===== config.mk =====
export PLATFORM = sky130hd
export DESIGN_NAME = branch_loop_counter
export DESIGN_NICKNAME = d
export VERILOG_FILES = /design/src/rtl/branch_loop_counter_pkg.sv /design/src/rtl/branch_loop_counter_entry.sv /design/src/rtl/branch_loop_counter.sv
export SDC_FILE = /design/constraint.sdc
export NUM_CORES = 1
export LEC_CHECK = 0
export CAP_MARGIN = 20
export CORE_MARGIN = 2
export CORE_UTILIZATION = 46
export CTS_CLUSTER_SIZE = 10
export DETAILED_ROUTE_END_ITERATION = 12
export PLACE_DENSITY = 0.67
export SYNTH_ARGS = -nofsm -noshare
export SYNTH_HDL_FRONTEND = slang
export SYNTH_SLANG_ARGS = --single-unit

===== constraint.sdc =====
create_clock -name clock -period 8.4 [get_ports clock]
set_input_delay 1.26 -clock clock [delete_from_list [all_inputs] [get_ports clock]]
set_output_delay 1.26 -clock clock [all_outputs]
set_load 0.02 [all_outputs]

===== src/rtl/branch_loop_counter_pkg.sv =====
// Shared definitions for the per-thread branch loop counter.
//   DEF_THREAD_COUNT / DEF_THREAD_WIDTH / DEF_COUNT_WIDTH : default geometry
//   cfg_sel_e : configuration port target select (live count or reload value)
package branch_loop_counter_pkg;

  localparam int unsigned DEF_THREAD_COUNT = 8;
  localparam int unsigned DEF_THREAD_WIDTH = 3;
  localparam int unsigned DEF_COUNT_WIDTH  = 16;

  typedef enum logic {
    CFG_COUNT  = 1'b0,
    CFG_RELOAD = 1'b1
  } cfg_sel_e;

endpackage


===== src/rtl/branch_loop_counter_entry.sv =====
// One thread's loop counter state: live count, reload value and zero flag.
//   clock, reset_n   : clock and asynchronous active-low reset
//   hit_en           : branch origin hit for this thread this cycle
//   cfg_count_we     : configuration write to the live count
//   cfg_reload_we    : configuration write to the reload value
//   cfg_data         : configuration write data
//   nonzero          : live count is non-zero (decision for a hit this cycle)
//   zero             : registered flag, stored count == 0
module branch_loop_counter_entry
  import branch_loop_counter_pkg::*;
#(
  parameter int unsigned COUNT_WIDTH = DEF_COUNT_WIDTH
) (
  input  logic                   clock,
  input  logic                   reset_n,
  input  logic                   hit_en,
  input  logic                   cfg_count_we,
  input  logic                   cfg_reload_we,
  input  logic [COUNT_WIDTH-1:0] cfg_data,
  output logic                   nonzero,
  output logic                   zero
);

  logic [COUNT_WIDTH-1:0] count_q,  count_d;
  logic [COUNT_WIDTH-1:0] reload_q, reload_d;
  logic                   zero_q,   zero_d;

  assign nonzero = (count_q != '0);
  assign zero    = zero_q;

  // Hit update first, config write overrides the stored count afterwards.
  // Reload on fall-through uses reload_q, so a same-cycle reload write only
  // affects the next re-arm.
  always_comb begin
    count_d  = count_q;
    reload_d = reload_q;
    if (hit_en) begin
      if (nonzero) begin
        count_d = count_q - 1'b1;
      end else begin
        count_d = reload_q;
      end
    end
    if (cfg_count_we) begin
      count_d = cfg_data;
    end
    if (cfg_reload_we) begin
      reload_d = cfg_data;
    end
    zero_d = (count_d == '0);
  end

  always_ff @(posedge clock or negedge reset_n) begin
    if (!reset_n) begin
      count_q  <= '0;
      reload_q <= '0;
      zero_q   <= 1'b1;
    end else begin
      count_q  <= count_d;
      reload_q <= reload_d;
      zero_q   <= zero_d;
    end
  end

endmodule


===== src/rtl/branch_loop_counter.sv =====
// Per-thread counted-loop branch resolver sitting after the branch-origin check.
//   clock, reset_n : clock and asynchronous active-low reset
//   hit, hit_thread: registered origin-match and its owning thread
//   cfg_we, cfg_thread, cfg_sel, cfg_data : configuration write port
//   taken, taken_valid, taken_thread : registered loop decision (1-cycle latency)
//   zero           : per-thread registered flag, stored count == 0
module branch_loop_counter
  import branch_loop_counter_pkg::*;
#(
  parameter int unsigned THREAD_COUNT = DEF_THREAD_COUNT,
  parameter int unsigned THREAD_WIDTH = DEF_THREAD_WIDTH,
  parameter int unsigned COUNT_WIDTH  = DEF_COUNT_WIDTH
) (
  input  logic                    clock,
  input  logic                    reset_n,
  input  logic                    hit,
  input  logic [THREAD_WIDTH-1:0] hit_thread,
  input  logic                    cfg_we,
  input  logic [THREAD_WIDTH-1:0] cfg_thread,
  input  logic                    cfg_sel,
  input  logic [COUNT_WIDTH-1:0]  cfg_data,
  output logic                    taken,
  output logic                    taken_valid,
  output logic [THREAD_WIDTH-1:0] taken_thread,
  output logic [THREAD_COUNT-1:0] zero
);

  logic [THREAD_COUNT-1:0] hit_vec;
  logic [THREAD_COUNT-1:0] cfg_count_vec;
  logic [THREAD_COUNT-1:0] cfg_reload_vec;
  logic [THREAD_COUNT-1:0] nonzero_vec;

  logic                    taken_q,        taken_d;
  logic                    taken_valid_q,  taken_valid_d;
  logic [THREAD_WIDTH-1:0] taken_thread_q, taken_thread_d;

  always_comb begin
    hit_vec        = '0;
    cfg_count_vec  = '0;
    cfg_reload_vec = '0;
    for (int unsigned t = 0; t < THREAD_COUNT; t++) begin
      hit_vec[t]        = hit && (hit_thread == THREAD_WIDTH'(t));
      cfg_count_vec[t]  = cfg_we && (cfg_thread == THREAD_WIDTH'(t)) &&
                          (cfg_sel == CFG_COUNT);
      cfg_reload_vec[t] = cfg_we && (cfg_thread == THREAD_WIDTH'(t)) &&
                          (cfg_sel == CFG_RELOAD);
    end
  end

  for (genvar g = 0; g < THREAD_COUNT; g++) begin : g_entry
    branch_loop_counter_entry #(
      .COUNT_WIDTH (COUNT_WIDTH)
    ) u_entry (
      .clock         (clock),
      .reset_n       (reset_n),
      .hit_en        (hit_vec[g]),
      .cfg_count_we  (cfg_count_vec[g]),
      .cfg_reload_we (cfg_reload_vec[g]),
      .cfg_data      (cfg_data),
      .nonzero       (nonzero_vec[g]),
      .zero          (zero[g])
    );
  end

  // Decision uses the pre-write count, independent of any same-cycle config.
  always_comb begin
    taken_valid_d  = hit;
    taken_d        = hit && nonzero_vec[hit_thread];
    taken_thread_d = hit_thread;
  end

  always_ff @(posedge clock or negedge reset_n) begin
    if (!reset_n) begin
      taken_q        <= 1'b0;
      taken_valid_q  <= 1'b0;
      taken_thread_q <= '0;
    end else begin
      taken_q        <= taken_d;
      taken_valid_q  <= taken_valid_d;
      taken_thread_q <= taken_thread_d;
    end
  end

  assign taken        = taken_q;
  assign taken_valid  = taken_valid_q;
  assign taken_thread = taken_thread_q;

endmodule


Yosys cells after proc, flatten, opt, wreduce, memory -nomap -nowiden
Index checks and enable logic that the tools add are counted.
{"block": "classes", "n_addsub": 8, "n_lt_le_gt_ge": 1, "n_eq_ne": 14, "mux": 26, "bitwise": 1, "reduce_logical": 51}
{"op": "16-bit 2-to-1 mux", "n": 24}
{"op": "16-bit zero test", "n": 8}
{"op": "16-bit nonzero test", "n": 8}
{"op": "16-bit by 1-bit subtractor with 16-bit output, second input constant", "n": 8}
{"op": "1-bit logical AND", "n": 33}
{"op": "3-bit == test, second input constant", "n": 8}
{"op": "3-bit by 2-bit == test with 1-bit output, second input constant", "n": 4}
{"op": "3-bit by 1-bit == test with 1-bit output, second input constant", "n": 2}
{"op": "3-bit zero test", "n": 2}
{"op": "3-bit by 4-bit less-than comparator with 1-bit output, second input constant", "n": 1}
{"op": "1-bit binary-select mux with 3-bit select", "n": 1}
{"op": "1-bit 2-to-1 mux", "n": 1}
{"op": "1-bit NOT", "n": 1}
{"block": "word_totals", "reg_bits": 269, "in_bits": 27, "output_inout_bits": 13, "word_cells": 128}

Logic depth before layout (Yosys ltp)
{"block": "logic_depth", "ltp_word": 5, "mapped_depth": 12, "ltp_nobuf": 10}

Cells and area by module
A second synthesis with hierarchy kept.
{"block": "hier_totals", "cells_unflattened": 1579, "hier_area_um2": 15827.7}
{"mod": "branch_loop_counter_entry at g_entry[3].u_entry ...", "instances": 5, "cells_each": 190, "area_each_um2": 1933.1, "seq_area_each_um2": 827.0}
{"mod": "branch_loop_counter_entry at g_entry[0].u_entry ...", "instances": 3, "cells_each": 193, "area_each_um2": 1923.1, "seq_area_each_um2": 827.0}
{"mod": "branch_loop_counter", "instances": 1, "cells_each": 50, "area_each_um2": 392.9, "seq_area_each_um2": 125.1}

Worst setup path after synthesis
Ideal clock, no wire load.
{"block": "synth_timing", "path_kind": "input to register", "startpoint": "input port hit", "endpoint": "register g_entry[2].u_entry.zero_q", "setup_ns": 0.063, "arrival_time_ns": 3.680, "t_required_ns": 8.337, "slack_ns": 4.656, "cell_stages": 10, "path_buffers": 2, "path_cell_list": "clkbuf_1 inv_1 or4b_2 clkbuf_1 or3_1 o31ai_1 o211a_1 nand4_1 a2111oi_0 and4_1"}
{"block": "synth_between", "elab_chain_cells": 4}
{"element": "from (decl)", "line_no": "branch_loop_counter.sv:16", "rtl": "input logic hit,"}
{"element": "1-bit logical AND", "line_no": "branch_loop_counter.sv:42", "rtl": "hit_vec[t] = hit && (hit_thread == THREAD_WIDTH'(t));"}
{"element": "16-bit 2-to-1 mux", "line_no": "branch_loop_counter_entry.sv:37", "rtl": "if (hit_en) begin"}
{"element": "16-bit 2-to-1 mux", "line_no": "branch_loop_counter_entry.sv:44", "rtl": "if (cfg_count_we) begin"}
{"element": "16-bit zero test", "line_no": "branch_loop_counter_entry.sv:50", "rtl": "zero_d = (count_d == '0);"}
{"element": "named net g_entry[2].u_entry.zero_d", "line_no": "branch_loop_counter_entry.sv:26", "rtl": "logic zero_q, zero_d;"}
{"element": "to (signal assigned)", "line_no": "branch_loop_counter_entry.sv:61", "rtl": "zero_q <= zero_d;"}
{"element": "to (decl)", "line_no": "branch_loop_counter_entry.sv:26"}
The timed path passes the listed nets, and every way through them passes these cells.
A chain may end at the register's enable or synchronous reset.

Final worst setup path
{"block": "layout_timing", "startpoint": "input port hit_thread[0]", "endpoint": "register g_entry[7].u_entry.zero_q"}
{"block": "layout_between", "elab_chain_cells": 5}
{"element": "from (decl)", "line_no": "branch_loop_counter.sv:17", "rtl": "input logic [THREAD_WIDTH-1:0] hit_thread,"}
{"element": "3-bit == test", "line_no": "branch_loop_counter.sv:42"}
{"element": "1-bit logical AND", "line_no": "branch_loop_counter.sv:42"}
{"element": "16-bit 2-to-1 mux", "line_no": "branch_loop_counter_entry.sv:37"}
{"element": "16-bit 2-to-1 mux", "line_no": "branch_loop_counter_entry.sv:44"}
{"element": "named net g_entry[7].u_entry.count_d[11]", "line_no": "branch_loop_counter_entry.sv:24", "rtl": "logic [COUNT_WIDTH-1:0] count_q, count_d;"}
{"element": "16-bit zero test", "line_no": "branch_loop_counter_entry.sv:50"}
{"element": "named net g_entry[7].u_entry.zero_d", "line_no": "branch_loop_counter_entry.sv:26"}
{"element": "to (signal assigned)", "line_no": "branch_loop_counter_entry.sv:61"}
{"element": "to (decl)", "line_no": "branch_loop_counter_entry.sv:26"}
The timed path passes the listed nets, and every way through them passes these cells.

==> metrics.txt <==
outcome=finished clean; CTS tree=built; CTS Buf Count=34; maximum vdd drop=0.000132 V; Final Cycle Share=0.562; Leak=6.92 nW; Final Slew Violations=0; GP Congestion=0.936; DR iter-0 viols=1534; drt total wl=45400 um; pwr/cell area=256 mW/mm2; layout cells sized above 1=0.154; vias=13.6k; global-route wire length before repair=73100 um; Mapped Cells=1670; max_slew headroom=0.279; Least-Margin Pin Slew=1.07 ns; Initial Util=0.465; Pre-antenna DRT Iters=6; Total GRT Usage=0.258; max_cap viols=0; I/O Buffers=39; largest net degree at the start of global routing=163; main combinational cell family by area after synthesis=simple AND/OR/NAND/NOR gates; Hold WS=0.499 ns; Synth Area in Compound Gates=0.184; # IOs=40; Achievable Freq=0.212 GHz; most common cell in the netlist=dfrtp_1; CTS H-tree lvls=2; area grow syn2layout=12.1%; vias in the first global route=13.3k; DR WL met2=20900 um; Power Internal=2.96 mW; Final Hold Vio Count=0; mux cell area share after synthesis=0.104; Reg power frac=0.437; Filler cells=3029; HP Class=flip-flop to flip-flop; Die Y=187 um; Syn Area/Cell=9.26 um2; post-synthesis cell area=0.0155 mm2; CTS max path bufs=3; antenna viol nets, final=0; Clock power frac=0.315; Final Critical Period=4.72 ns; Area contributors post-synth=dfrtp_1, mux2_2, o21ai_0; DP HPWL=28900 um; cells along the critical path=clkdlybuf4s50_1, nand4_1, nor4_1, a21bo_2, a31oi_1, or4_1, nor4b_1, nand4bb_1, nor4bb_1; postcts setup bufs=0; combinational share of power=0.248; area fraction of the dominant cell type after synthesis=0.422; initial antenna violation count=2; worst clock skew=0.00975 ns; area leader, netlist=dfrtp_1; Buf+Inv Stages, Crit Path=1; Sum Neg Setup Slack=0 ns; DR top layer=met4; RSZ-0062 raised after global routing=no; worst reg2reg setup slack=4.52 ns; sequential fraction of the synthesis area=0.436; Post-route DRC=0; CP max FO=21; setup violators final=0; simple-gate share of the synthesized area=0.208; CP startpoint kind=primary input; Commonest cells post-synth=dfrtp_1, nor2_1, nand2_1; CP required=8.80 ns; number of synthesized flops with an enable pin=0; syn_nets=1713; Clock Pin Slew Worst Setup and Hold Paths=0.05 ns; met3 wire length=3250 um; metal1 wirelength=20000 um; global route total overflow=0; synthesized flop and latch total=269; critical path class=primary input to flip-flop; CTS Sinks=269; Main synth FF type=dfrtp_1; Root Buffer=clkbuf_16; Yosys warnings=0; Post-synth ARST share=1.00; Rows=67; worst skew pair latency=0.51 ns; Hold-fix buffers, CTS=0; CP delay by family, top=simple AND/OR/NAND/NOR gates; switching pwr=1.46 mW; Worst path slowest cell=clkdlybuf4s50_1; Resize count post-CTS=0; switching part of the total=0.331; Die X=187 um; core area=0.0333 mm2; die area=0.0351 mm2; Crit. End Element=flip-flop; post-synth cell types=78; final net count=1707; adder-cell share of the synthesized area=0.0129; Critical Path Max Stage Delay=1.03 ns; vias per cell=6.38; Tot Pwr=4.43 mW; Critical Path AT=5.13 ns; Routed wire per std cell=21.3 um; xor and xnor area share after synthesis=0.0153
==> path summary, 6_finish.rpt <==
check	from	end	depth (start not counted)
max reg2reg	g_entry[5].u_entry.count_q[6]	g_entry[5].u_entry.zero	8
min in group asynchronous	reset_n	g_entry[3].u_entry.reload_q[6]	1
min reg2reg	g_entry[6].u_entry.reload_q[1]	g_entry[6].u_entry.reload_q[1]	1
max in group asynchronous	reset_n	g_entry[7].u_entry.count_q[14]	2
max	hit_thread[0]	g_entry[7].u_entry.zero	9
min	g_entry[6].u_entry.reload_q[1]	g_entry[6].u_entry.reload_q[1]	1
==> worst reg2reg max path, stage by stage, from the launching register on <==
cell and delay (ns):
dfrtp_1 0.42, or4_1 0.70, nor4_2 0.45, nand2_1 0.49, o21ai_0 0.46, a21oi_1 0.13, or4_1 0.55, or4_1 0.40
nor3_1 0.20
==> state kept, by name (all words and copies together), names as in the netlist <==
register	flops
g_entry.u_entry.count_q	128
g_entry.u_entry.reload_q	128
g_entry.u_entry.zero	8
taken_thread	3
taken	1
taken_valid	1
==> layout make-up <==
| type | instances | area, um2 | area share |
|---|---|---|---|
| Multi-Input combinational cell | 1247 | 8120 | 0.469 |
| Inverter | 30 | 113 | 0.00650 |
| Tap cell | 448 | 561 | 0.0323 |
| Sequential cell | 269 | 6740 | 0.389 |
| Clock buffer | 56 | 1060 | 0.0610 |
| Timing Repair Buffer | 82 | 726 | 0.0419 |
| Antenna cell | 2 | 5.00 | 0.000289 |
| Clock inverter | 2 | 10.0 | 0.000577 |
==> stage by stage <==
stage / cell area, um2 / setup slack, ns / cells / util
6_report: 17300 / 3.68 / 2136 / 0.521
3_5_place_dp: 16300 / 3.28 / 2075 / 0.488
4_1_cts: 17300 / 3.77 / 2133 / 0.521
5_1_grt: 17300 / 3.42 / 2135 / 0.521
3_3_place_gp: 16300 / 3.38 / 2074 / 0.488
2_1_floorplan: 15500 / 4.66 / 1670 / -
==> power by group through the flow <==
stage | logic, mW | clock network [mW] | registers, mW
floorplan | 0.836 | 0 | 1.84
global placement | 1.05 | 0 | 1.93
detailed placement | 1.08 | 0 | 1.94
CTS | 1.09 | 1.43 | 1.92
global route | 1.22 | 1.48 | 1.98
finish | 1.10 | 1.40 | 1.94
==> logic make-up after synthesis <==
family | after synthesis
compound gates | 440
xor+xnor | 27
fa+ha+maj | 16
buf+inv | 154
flops | 269
mux | 143
simple gates | 621
==> layer usage <==
layer,track usage,vias to the layer above
met1,0.357,6736
met4,0.0888,0
met2,0.414,584
met5,0,-
li1,-,6205
met3,0.0422,96
==> layout by cell type, fill, tap and decap left out, drive strengths merged, types with 9 or more instances in the layout <==
| cell | synthesis | layout |
|---|---|---|
| dfrtp | 261 | 261 |
| nand2 | 147 | 147 |
| buf | 20 | 44 |
| xnor2 | 15 | 15 |
| xor2 | 12 | 12 |
| nor4b | 9 | 9 |
| a21o | 15 | 15 |
| nand4 | 15 | 15 |
| nor2 | 148 | 148 |
| clkdlybuf4s50 | 0 | 38 |
| clkbuf | 104 | 56 |
| o211ai | 29 | 29 |
| a211oi | 23 | 23 |
| a31oi | 34 | 34 |
| nor4 | 37 | 37 |
| or4 | 22 | 22 |
| and3 | 26 | 26 |
| o22ai | 12 | 12 |
| mux2 | 131 | 131 |
| inv | 30 | 30 |
| o31ai | 13 | 13 |
| nand2b | 11 | 11 |
| nor3 | 67 | 67 |
| or2 | 10 | 10 |
| mux2i | 11 | 11 |
| ha | 16 | 16 |
| o21ai | 116 | 116 |
| nand3 | 39 | 39 |
| or3 | 31 | 31 |
| a21oi | 98 | 98 |
Note: power is estimated with default switching activity, not from simulation.
